**config.mk**
```make
export PLATFORM = sky130hd
export DESIGN_NAME = cpwm_irq_ctrl_flat
export DESIGN_NICKNAME = d
export VERILOG_FILES = /design/src/rtl/cpwm_irq_ctrl_pkg.sv /design/src/rtl/cpwm_irq_ctrl_if.sv /design/src/rtl/cpwm_irq_ctrl_pulse_fsm.sv /design/src/rtl/cpwm_irq_ctrl.sv /design/src/flat_wrapper.sv
export SDC_FILE = /design/constraint.sdc
export NUM_CORES = 1
export LEC_CHECK = 0
export ABC_AREA = 0
export BUFFER_PORTS_ARGS = -buffer_cell sky130_fd_sc_hd__buf_2
export CAP_MARGIN = 25
export CORE_ASPECT_RATIO = 1.1
export CORE_UTILIZATION = 49
export CTS_CLUSTER_DIAMETER = 50
export CTS_CLUSTER_SIZE = 12
export DETAILED_ROUTE_END_ITERATION = 16
export PLACE_DENSITY = 0.72
export SYNTH_ARGS = -nofsm -noshare
export SYNTH_HDL_FRONTEND = slang
export SYNTH_SLANG_ARGS = --single-unit
export TNS_END_PERCENT = 10
```
**constraint.sdc**
```tcl
create_clock -name clk -period 4.6 [get_ports clk]
set_clock_uncertainty 0.05 [all_clocks]
set_input_delay 0.46 -clock clk [delete_from_list [all_inputs] [get_ports clk]]
set_output_delay 0.46 -clock clk [all_outputs]
set_load 0.02 [all_outputs]
```
**src/rtl/cpwm_irq_ctrl_pkg.sv**
```systemverilog
// Shared types and defaults for the carrier-PWM interrupt controller.
// Holds the pulse FSM state encoding and the irq_mode encodings.
package cpwm_irq_ctrl_pkg;

    localparam int PWM_WIDTH_DEF = 8;
    localparam int PULSE_LEN_DEF = 4;
    localparam int CNT_W_DEF     = 16;

    localparam logic IRQ_MODE_LEVEL = 1'b0;
    localparam logic IRQ_MODE_PULSE = 1'b1;

    typedef enum logic [1:0] {
        IRQ_IDLE  = 2'd0,
        IRQ_PULSE = 2'd1,
        IRQ_GAP   = 2'd2
    } irq_state_t;

endpackage

```
**src/rtl/cpwm_irq_ctrl_if.sv**
```systemverilog
// Register-file side bundle of the interrupt controller.
// master = AXI4-Lite register file, slave = cpwm_irq_ctrl.
interface cpwm_irq_ctrl_if #(
    parameter int PWM_WIDTH = 8,
    parameter int CNT_W     = 16
);
    logic [PWM_WIDTH-1:0] irq_in;
    logic                 irq_en;
    logic                 irq_mode;
    logic [15:0]          holdoff;
    logic                 clr_valid;
    logic [PWM_WIDTH-1:0] clr_mask;
    logic                 cnt_clr;
    logic [PWM_WIDTH-1:0] status;
    logic [PWM_WIDTH-1:0] overrun;
    logic [CNT_W-1:0]     event_cnt;
    logic                 irq_out;
    logic                 irq_busy;

    modport master (
        output irq_in, irq_en, irq_mode, holdoff, clr_valid, clr_mask, cnt_clr,
        input  status, overrun, event_cnt, irq_out, irq_busy
    );

    modport slave (
        input  irq_in, irq_en, irq_mode, holdoff, clr_valid, clr_mask, cnt_clr,
        output status, overrun, event_cnt, irq_out, irq_busy
    );

endinterface

```
**src/rtl/cpwm_irq_ctrl_pulse_fsm.sv**
```systemverilog
// Pulse-mode interrupt generator: fixed-width pulse, programmable hold-off,
// at most one coalesced pending request.
module cpwm_irq_pulse_fsm
    import cpwm_irq_ctrl_pkg::*;
#(
    parameter int PULSE_LEN = PULSE_LEN_DEF
) (
    input  logic        clk,
    input  logic        reset,
    input  logic        any_edge,
    input  logic        irq_en,
    input  logic        irq_mode,
    input  logic [15:0] holdoff,
    output logic        pulse,
    output logic        busy
);

    localparam logic [15:0] PULSE_LOAD = 16'(PULSE_LEN - 1);

    irq_state_t  state_r;
    logic [15:0] cnt_r;
    logic        pending_r;
    logic        mode_r;
    logic        pulse_r;
    logic        busy_r;
    logic        force_idle_s;
    logic        req_s;

    // Disable, level mode or a mode change all abort any activity.
    assign force_idle_s = ~irq_en | (irq_mode != mode_r) | (irq_mode == IRQ_MODE_LEVEL);
    assign req_s        = pending_r | any_edge;

    // State, hold counter, pending flag and registered outputs.
    always_ff @(posedge clk or posedge reset) begin
        if (reset) begin
            state_r   <= IRQ_IDLE;
            cnt_r     <= 16'd0;
            pending_r <= 1'b0;
            mode_r    <= IRQ_MODE_LEVEL;
            pulse_r   <= 1'b0;
            busy_r    <= 1'b0;
        end else begin
            mode_r <= irq_mode;
            if (force_idle_s) begin
                state_r   <= IRQ_IDLE;
                cnt_r     <= 16'd0;
                pending_r <= 1'b0;
                pulse_r   <= 1'b0;
                busy_r    <= 1'b0;
            end else begin
                case (state_r)
                    IRQ_IDLE: begin
                        if (any_edge) begin
                            state_r <= IRQ_PULSE;
                            cnt_r   <= PULSE_LOAD;
                            pulse_r <= 1'b1;
                            busy_r  <= 1'b1;
                        end else begin
                            cnt_r   <= 16'd0;
                            pulse_r <= 1'b0;
                            busy_r  <= 1'b0;
                        end
                        pending_r <= 1'b0;
                    end
                    IRQ_PULSE: begin
                        if (cnt_r != 16'd0) begin
                            cnt_r     <= cnt_r - 16'd1;
                            pending_r <= req_s;
                            pulse_r   <= 1'b1;
                            busy_r    <= 1'b1;
                        end else if (holdoff != 16'd0) begin
                            state_r   <= IRQ_GAP;
                            cnt_r     <= holdoff - 16'd1;
                            pending_r <= req_s;
                            pulse_r   <= 1'b0;
                            busy_r    <= 1'b1;
                        end else if (req_s) begin
                            // Zero hold-off: back-to-back pulse for the coalesced request.
                            cnt_r     <= PULSE_LOAD;
                            pending_r <= 1'b0;
                            pulse_r   <= 1'b1;
                            busy_r    <= 1'b1;
                        end else begin
                            state_r   <= IRQ_IDLE;
                            pending_r <= 1'b0;
                            pulse_r   <= 1'b0;
                            busy_r    <= 1'b0;
                        end
                    end
                    IRQ_GAP: begin
                        if (cnt_r != 16'd0) begin
                            cnt_r     <= cnt_r - 16'd1;
                            pending_r <= req_s;
                            pulse_r   <= 1'b0;
                            busy_r    <= 1'b1;
                        end else if (req_s) begin
                            state_r   <= IRQ_PULSE;
                            cnt_r     <= PULSE_LOAD;
                            pending_r <= 1'b0;
                            pulse_r   <= 1'b1;
                            busy_r    <= 1'b1;
                        end else begin
                            state_r   <= IRQ_IDLE;
                            pending_r <= 1'b0;
                            pulse_r   <= 1'b0;
                            busy_r    <= 1'b0;
                        end
                    end
                    default: begin
                        state_r   <= IRQ_IDLE;
                        cnt_r     <= 16'd0;
                        pending_r <= 1'b0;
                        pulse_r   <= 1'b0;
                        busy_r    <= 1'b0;
                    end
                endcase
            end
        end
    end

    assign pulse = pulse_r;
    assign busy  = busy_r;

endmodule

```
**src/rtl/cpwm_irq_ctrl.sv**
```systemverilog
// Interrupt aggregation for the 8-channel carrier PWM: edge detect, sticky W1C
// status/overrun, saturating event counter and the PS interrupt line.
module cpwm_irq_ctrl
    import cpwm_irq_ctrl_pkg::*;
#(
    parameter int PWM_WIDTH = PWM_WIDTH_DEF,
    parameter int PULSE_LEN = PULSE_LEN_DEF,
    parameter int CNT_W     = CNT_W_DEF
) (
    input  logic           clk,
    input  logic           reset,
    cpwm_irq_ctrl_if.slave regs
);

    localparam int PC_W = $clog2(PWM_WIDTH + 1);

    function automatic logic [PC_W-1:0] popcount(input logic [PWM_WIDTH-1:0] v);
        logic [PC_W-1:0] n;
        n = {PC_W{1'b0}};
        for (int i = 0; i < PWM_WIDTH; i++) begin
            n = n + PC_W'(v[i]);
        end
        return n;
    endfunction

    logic [PWM_WIDTH-1:0] irq_in_d_r;
    logic [PWM_WIDTH-1:0] status_r;
    logic [PWM_WIDTH-1:0] overrun_r;
    logic [CNT_W-1:0]     event_cnt_r;
    logic                 level_r;
    logic [PWM_WIDTH-1:0] acc_edge_s;
    logic [PWM_WIDTH-1:0] clr_s;
    logic [PWM_WIDTH-1:0] status_next_s;
    logic [PWM_WIDTH-1:0] overrun_next_s;
    logic [PC_W-1:0]      edge_cnt_s;
    logic [CNT_W:0]       cnt_sum_s;
    logic [CNT_W-1:0]     cnt_next_s;
    logic                 any_edge_s;
    logic                 pulse_s;
    logic                 busy_s;

    // Next-state of sticky bits and counter; a set always beats a same-cycle clear.
    always_comb begin
        acc_edge_s     = regs.irq_in & ~irq_in_d_r & {PWM_WIDTH{regs.irq_en}};
        clr_s          = regs.clr_valid ? regs.clr_mask : {PWM_WIDTH{1'b0}};
        status_next_s  = (status_r & ~clr_s) | acc_edge_s;
        overrun_next_s = (overrun_r & ~clr_s) | (acc_edge_s & status_r);
        any_edge_s     = |acc_edge_s;
        edge_cnt_s     = popcount(acc_edge_s);
        cnt_sum_s      = {1'b0, event_cnt_r} + (CNT_W + 1)'(edge_cnt_s);
        if (regs.cnt_clr) begin
            cnt_next_s = CNT_W'(edge_cnt_s);
        end else if (cnt_sum_s[CNT_W]) begin
            cnt_next_s = {CNT_W{1'b1}};
        end else begin
            cnt_next_s = cnt_sum_s[CNT_W-1:0];
        end
    end

    // Edge history, sticky registers, counter and level-mode interrupt.
    always_ff @(posedge clk or posedge reset) begin
        if (reset) begin
            irq_in_d_r  <= {PWM_WIDTH{1'b0}};
            status_r    <= {PWM_WIDTH{1'b0}};
            overrun_r   <= {PWM_WIDTH{1'b0}};
            event_cnt_r <= {CNT_W{1'b0}};
            level_r     <= 1'b0;
        end else begin
            irq_in_d_r  <= regs.irq_in;
            status_r    <= status_next_s;
            overrun_r   <= overrun_next_s;
            event_cnt_r <= cnt_next_s;
            level_r     <= (regs.irq_mode == IRQ_MODE_LEVEL) & regs.irq_en & (|status_next_s);
        end
    end

    cpwm_irq_pulse_fsm #(
        .PULSE_LEN (PULSE_LEN)
    ) u_pulse_fsm (
        .clk      (clk),
        .reset    (reset),
        .any_edge (any_edge_s),
        .irq_en   (regs.irq_en),
        .irq_mode (regs.irq_mode),
        .holdoff  (regs.holdoff),
        .pulse    (pulse_s),
        .busy     (busy_s)
    );

    // The FSM keeps pulse low in level mode, so both sources are simply merged.
    assign regs.irq_out   = pulse_s | level_r;
    assign regs.irq_busy  = busy_s;
    assign regs.status    = status_r;
    assign regs.overrun   = overrun_r;
    assign regs.event_cnt = event_cnt_r;

endmodule

```
**src/flat_wrapper.sv**
```systemverilog
// flat-port wrapper written by rule: the top's interface ports become plain ports
module cpwm_irq_ctrl_flat import cpwm_irq_ctrl_pkg::*;
#(
    parameter int PWM_WIDTH = PWM_WIDTH_DEF,
    parameter int PULSE_LEN = PULSE_LEN_DEF,
    parameter int CNT_W     = CNT_W_DEF
)
  (clk, reset, regs_irq_in, regs_irq_en, regs_irq_mode, regs_holdoff, regs_clr_valid, regs_clr_mask, regs_cnt_clr, regs_status, regs_overrun, regs_event_cnt, regs_irq_out, regs_irq_busy);
  cpwm_irq_ctrl_if #(.PWM_WIDTH(PWM_WIDTH), .CNT_W(CNT_W)) regs_i ();
  input  logic clk;
  input  logic reset;
  input wire logic [$bits(regs_i.irq_in)-1:0] regs_irq_in;
  input wire logic [$bits(regs_i.irq_en)-1:0] regs_irq_en;
  input wire logic [$bits(regs_i.irq_mode)-1:0] regs_irq_mode;
  input wire logic [$bits(regs_i.holdoff)-1:0] regs_holdoff;
  input wire logic [$bits(regs_i.clr_valid)-1:0] regs_clr_valid;
  input wire logic [$bits(regs_i.clr_mask)-1:0] regs_clr_mask;
  input wire logic [$bits(regs_i.cnt_clr)-1:0] regs_cnt_clr;
  output wire logic [$bits(regs_i.status)-1:0] regs_status;
  output wire logic [$bits(regs_i.overrun)-1:0] regs_overrun;
  output wire logic [$bits(regs_i.event_cnt)-1:0] regs_event_cnt;
  output wire logic [$bits(regs_i.irq_out)-1:0] regs_irq_out;
  output wire logic [$bits(regs_i.irq_busy)-1:0] regs_irq_busy;
  assign regs_i.irq_in = regs_irq_in;
  assign regs_i.irq_en = regs_irq_en;
  assign regs_i.irq_mode = regs_irq_mode;
  assign regs_i.holdoff = regs_holdoff;
  assign regs_i.clr_valid = regs_clr_valid;
  assign regs_i.clr_mask = regs_clr_mask;
  assign regs_i.cnt_clr = regs_cnt_clr;
  assign regs_status = regs_i.status;
  assign regs_overrun = regs_i.overrun;
  assign regs_event_cnt = regs_i.event_cnt;
  assign regs_irq_out = regs_i.irq_out;
  assign regs_irq_busy = regs_i.irq_busy;
  cpwm_irq_ctrl #(.PWM_WIDTH(PWM_WIDTH), .PULSE_LEN(PULSE_LEN), .CNT_W(CNT_W)) u_core (.clk(clk), .reset(reset), .regs(regs_i));
endmodule
```
# After elaboration in Yosys (flattened, before gate mapping)

Index checks and enable logic that the tools add are counted.

Bitwise gates (word level): 17
$add $sub $neg: 10
Multiplexer cells: 35
Reduce and logical (&&, ||, !) cells: 6
Equal/unequal tests: 7

Operators with widths:

| operator              | count |
|---|---|
| $mux 16               | 7 |
| $pmux 16 s3           | 1 |
| $and 8x8->8           | 5 |
| $reduce_bool 16->1    | 2 |
| $sub 16x1->16 const B | 2 |
| $add 4x1->4           | 6 |
| $add 16x4->17         | 1 |
| $not 8->8             | 2 |
| $or 8x8->8            | 2 |
| $reduce_or 8->1       | 2 |
| $mux 1                | 15 |
| $mux 2                | 7 |
| $ne 3x3->1 const B    | 3 |
| $mux 8                | 1 |
| $pmux 1 s3            | 2 |
| $pmux 2 s3            | 1 |
| $ne 4x4->1 const B    | 1 |
| $or 1x1->1            | 4 |
| $reduce_and 4->1      | 1 |
| $add 1x1->2           | 1 |
| $and 1x1->1           | 2 |
| $eq 2x1->1 const B    | 1 |
| $eq 2x2->1 const B    | 1 |
| $logic_not 2->1       | 1 |
| 3 further kinds       | 4 |

Output and inout bits: 34
Register bits: 63
Word-level logic and storage cells: 86
Input bits: 38

# Longest topological paths before layout

Depth after elaboration: 13
Gate-level depth with buffers: 17
Depth with buffers taken out: 16

# Cells and area by module

Synthesis repeated with hierarchy kept, for this count alone.

Cells, all modules: 411
Area total of the unflattened synthesis: 3945.0 um^2

By module, submodules not included:

| module             | cells an instance | times used | area an instance (um^2) | seq. area each (um^2) |
|---|---|---|---|---|
| cpwm_irq_ctrl      | 196               | 1          | 2087.0                  | 1026.0 |
| cpwm_irq_pulse_fsm | 215               | 1          | 1858.0                  | 550.5 |

# Worst setup path before layout

OpenSTA, ideal clock, no wires.

Kind: input to register
From: input regs_irq_en
To: register u_core.event_cnt_r[3] (netlist: u_core.regs.event_cnt[3])
Buffers on the path: 2
Data required time: 4.412 ns
Slack: 0.003 ns
Arrival time: 4.409 ns
Cell stages on the path: 16
Setup time: 0.138 ns
Path through: clkbuf_1 -> and3b_1 -> ha_1 -> inv_1 -> fa_1 -> fa_1 -> fa_1 -> fa_1 -> xnor2_1 -> ha_1 -> nor2b_1 -> o21a_1 -> o211a_1 -> nand3_1 -> clkbuf_1 -> a31oi_1

Cells in the longest elaborated chain, start to end: 11

Ends and longest elaborated chain:

| what                      | RTL line            | RTL |
|---|---|---|
| from (decl)               | flat_wrapper.sv:13  | `input wire logic [$bits(regs_i.irq_en)-1:0] regs_irq_en;` |
| $and 8x8->8 (*)           | cpwm_irq_ctrl.sv:44 | `acc_edge_s = regs.irq_in & ~irq_in_d_r & {PWM_WIDTH{regs.irq_en}};` |
| $add 1x1->2               | cpwm_irq_ctrl.sv:21 | `n = n + PC_W'(v[i]);` |
| $add 4x1->4 (5 in series) | cpwm_irq_ctrl.sv:21 |  |
| $add 4x1->4 (*)           | cpwm_irq_ctrl.sv:21 |  |
| $add 16x4->17             | cpwm_irq_ctrl.sv:50 | `cnt_sum_s = {1'b0, event_cnt_r} + (CNT_W + 1)'(edge_cnt_s);` |
| $mux 16                   | cpwm_irq_ctrl.sv:53 | `end else if (cnt_sum_s[CNT_W]) begin` |
| $mux 16 (*)               | cpwm_irq_ctrl.sv:51 | `if (regs.cnt_clr) begin` |
| net u_core.cnt_next_s[3]  | cpwm_irq_ctrl.sv:37 | `logic [CNT_W-1:0] cnt_next_s;` |
| to (signal assigned)      | cpwm_irq_ctrl.sv:66 | `event_cnt_r <= {CNT_W{1'b0}};` |
| to (signal assigned)      | cpwm_irq_ctrl.sv:72 | `event_cnt_r <= cnt_next_s;` |
| to (decl)                 | cpwm_irq_ctrl.sv:29 | `logic [CNT_W-1:0] event_cnt_r;` |

The timed path passes the listed nets; every way through them passes the cells marked *.
A chain may end at the register's enable or synchronous reset.

# Final worst setup path

From: register u_core.irq_in_d_r[1]
To: register u_core.event_cnt_r[6] (netlist: u_core.regs.event_cnt[6])

Cells in the longest elaborated chain, start to end: 13

Ends and longest elaborated chain:

| what                      | RTL line            | RTL |
|---|---|---|
| from (decl)               | cpwm_irq_ctrl.sv:26 | `logic [PWM_WIDTH-1:0] irq_in_d_r;` |
| from (signal assigned)    | cpwm_irq_ctrl.sv:63 | `irq_in_d_r <= {PWM_WIDTH{1'b0}};` |
| from (signal assigned)    | cpwm_irq_ctrl.sv:69 | `irq_in_d_r <= regs.irq_in;` |
| $not 8->8                 | cpwm_irq_ctrl.sv:44 |  |
| $and 8x8->8 (2 in series) | cpwm_irq_ctrl.sv:44 |  |
| $add 1x1->2               | cpwm_irq_ctrl.sv:21 |  |
| $add 4x1->4 (6 in series) | cpwm_irq_ctrl.sv:21 |  |
| $add 16x4->17             | cpwm_irq_ctrl.sv:50 |  |
| $mux 16                   | cpwm_irq_ctrl.sv:53 |  |
| $mux 16                   | cpwm_irq_ctrl.sv:51 |  |
| net u_core.cnt_next_s[6]  | cpwm_irq_ctrl.sv:37 |  |

The timed path passes the listed nets, and every way through them passes these cells.

==> metrics.cfg <==
[synthesis]
synth_commonest_cells = dfrtp_1 (63), nand2_1 (53), nor2_1 (33), a21oi_1 (22), inv_1 (21)
yosysMostFrequentCell = dfrtp_1
ys_seq_elements = 63
syn_nets = 459
synth_area_per_cell_sq_um = 9.32
synth_area_leaders = dfrtp_1 (42%), ha_1 (5.4%), nand2_1 (5.3%), xor2_1 (4.0%), nor2_1 (3.3%)
yosysTopAreaCell = dfrtp_1
yosys.area.top_type_share = 0.423
ys_dominant_reg_cell = dfrtp_1
synth.cell_area_sq_um = 3730
seq_area_frac_synth = 0.423
synth_warnings = 0
syn_inst = 400
synthDistinctLibCells = 59
synth-edff-count = 0
async_flop_share = 1.00

[drt]
ant_nets = 0
vias = 3308
drc_errors = 0
drt_wl_total_mm = 8.86
drt_iter0_drc = 138
firstDrtPassIters = 5
vias_per_cell = 5.75
routedWlPerCell_microns = 15.4

[grt]
grt_pass1_vias = 3223
antenna_found_initial = 0
grt_pass1_wl_mm = 14.9
grt_max_degree = 37
grt_use_total = 0.242
grt_overflow = 0

[layout]
fill_cells = 672
diodes = 0
drive_gt1_frac = 0.238
layout.nets = 542
fin_area_sq_um = 4420
stdcell_count = 575
multi_input_area_sq_um = 2030
area.sequential_sq_um = 1580
syn2layout_area_growth_pct = 18.5

[placed_design]
routabilityCongestion = 0.847
place_inst = 559
pre_cts_slack_ps = -62.0
placed_area_sq_um = 4220
dp_hpwl_mm = 6.67
io_buffers = 71

[clock_tree]
clkLatencyLatePin_ps = 350
clock_sinks = 63
clk_path_buf_depth = 2
hold_buffers = 0
cts_tree = built
numCtsBuffers = 9
root_buffer = clkbuf_8
path_clk_slew_ps = 80
htreeDepth = 3

[floorplan]
pin_count = 72
core_area_sq_um = 7390
fp.dieArea_sq_um = 7960
rows = 33
initial_utilization = 0.504
die_h_microns = 93.5
die_w_microns = 85.2

[timing]
max_freq_ghz = 0.228
slew_viol_final = 0
min_period_over_period = 0.955
worst_slack_ps = 206
rsz0062_at_grt = no
tightest_slew_ps = 700
fin_setup_tns_ps = 0
fin_crit_ps = 4390
slew_headroom = 0.530
final_hold_viol_count = 0
setup-violations-final = 0

[pwr]
p_per_area_nw_per_um2 = 313
p_leak_nw = 2.18
peakVddDrop_mv = 0.132

[min_path]
min_path_type = primary input to async pin

[setup_path]
setup.worst_path.class = flip-flop to flip-flop
cp_max_fo = 3
arrival_ps = 4570
startpoint_type = flip-flop
end_kind = flip-flop
crit_required_ps = 4780

[run]
max-cap-violations = 0

[run_status]
status = completed

==> logic make-up after synthesis <==
group	count (synthesis)	synth area share
adders and majority gates	21	0.0805
muxes	3	0.00805
and+or+nand+nor	167	0.228
buffers and inverters	31	0.0352
DFF	63	0.423
AOI/OAI and AO/OA	84	0.152
xor gates and xnor gates	31	0.0728
==> worst paths after layout <==
check / start / slack (ps) / to / cells past startpoint
min: reset / 110 / u_core.regs.overrun[0]$_DFF_PP0_ / 2
max reg2reg: u_core.irq_in_d_r[1]$_DFF_PP0_ / 210 / u_core.regs.event_cnt[6]$_DFF_PP0_ / 15
min reg2reg: u_core.regs.overrun[1]$_DFF_PP0_ / 450 / u_core.regs.overrun[1]$_DFF_PP0_ / 1
max in group asynchronous: reset / 3470 / u_core.u_pulse_fsm.cnt_r[10]$_DFF_PP0_ / 3
max: u_core.irq_in_d_r[1]$_DFF_PP0_ / 210 / u_core.regs.event_cnt[6]$_DFF_PP0_ / 15
min in group clk: regs_irq_in[1] / 170 / u_core.irq_in_d_r[1]$_DFF_PP0_ / 1
==> per-stage QoR <==
step            util  total power (W)  hold WS (ps)
2_1_floorplan      -         0.000831           441
3_3_place_gp   0.571         0.000931           424
3_5_place_dp   0.571         0.000943           426
4_1_cts        0.596          0.00139           128
5_1_grt        0.598          0.00146           159
6_report       0.598          0.00138           114
==> layer usage <==
metal | GRT usage | wire length, microns | share of wire | vias up
met5 | 0 | 0 | 0 | -
met4 | 0.109 | 181 | 0.020 | 0
met3 | 0.0397 | 447 | 0.050 | 16
met2 | 0.413 | 4340 | 0.49 | 108
met1 | 0.302 | 3900 | 0.44 | 1586
li1 | - | - | - | 1598
==> flip-flops by register name (all words and copies together), names as in the netlist <==
| signal | cells |
|---|---|
| u_core.regs.status | 8 |
| u_core.level_r | 1 |
| u_core.u_pulse_fsm.pulse | 1 |
| u_core.regs.event_cnt | 16 |
| u_core.u_pulse_fsm.state_r | 2 |
| u_core.u_pulse_fsm.cnt_r | 16 |
| u_core.u_pulse_fsm.pending_r | 1 |
| u_core.u_pulse_fsm.busy | 1 |
| u_core.irq_in_d_r | 8 |
| u_core.regs.overrun | 8 |
| u_core.u_pulse_fsm.mode_r | 1 |
==> layout by cell type (no fill, tap or decap), types with 4 or more instances in the layout <==
| cell type | count |
|---|---|
| and2_1 | 4 |
| nor2b_1 | 10 |
| a32o_1 | 6 |
| nand4_1 | 5 |
| fa_1 | 4 |
| xor2_1 | 17 |
| nor2_1 | 33 |
| nor3_1 | 11 |
| nor4_1 | 8 |
| a31oi_1 | 8 |
| buf_4 | 11 |
| nand3_1 | 9 |
| or4_1 | 6 |
| ha_1 | 16 |
| inv_1 | 20 |
| xnor2_1 | 13 |
| o21ai_0 | 15 |
| buf_2 | 71 |
| dfrtp_1 | 63 |
| clkbuf_8 | 10 |
| nand2_1 | 53 |
| a21oi_1 | 22 |
| and3_1 | 5 |
| or2_2 | 4 |
==> critical path, cell delays in order, from the launching register on <==
cell      delay (ps)
dfrtp_1          370
and3b_1          250
ha_1             240
inv_1             70
fa_1             430
fa_1             480
fa_1             430
fa_2             380
xnor2_2          160
ha_1             300
nor2b_1          140
o21a_1           190
or2_2            310
a31o_2           250
a21boi_0         170
nor2_1            60
==> report_power, final <==
part           leakage (nW)  total (W)  internal, W  switching, W
clock                0.0930   0.000447     0.000213      0.000234
sequential            0.831   0.000613     0.000589     0.0000237
combinational          1.25   0.000324     0.000129      0.000194
==> timing repair <==
action                                  CTS  global route
gates resized for setup                   0             3
endpoints found under the setup margin    0             1
buffers inserted                          0             0
==> final cells by class <==
type | instances | area share
Multi-Input combinational cell | 306 | 0.460
Sequential cell | 63 | 0.357
Timing Repair Buffer | 82 | 0.0992
Clock buffer | 10 | 0.0312
Tap cell | 87 | 0.0246
Inverter | 21 | 0.0178
Clock inverter | 6 | 0.00992
Power figures use the tool's default switching activity.
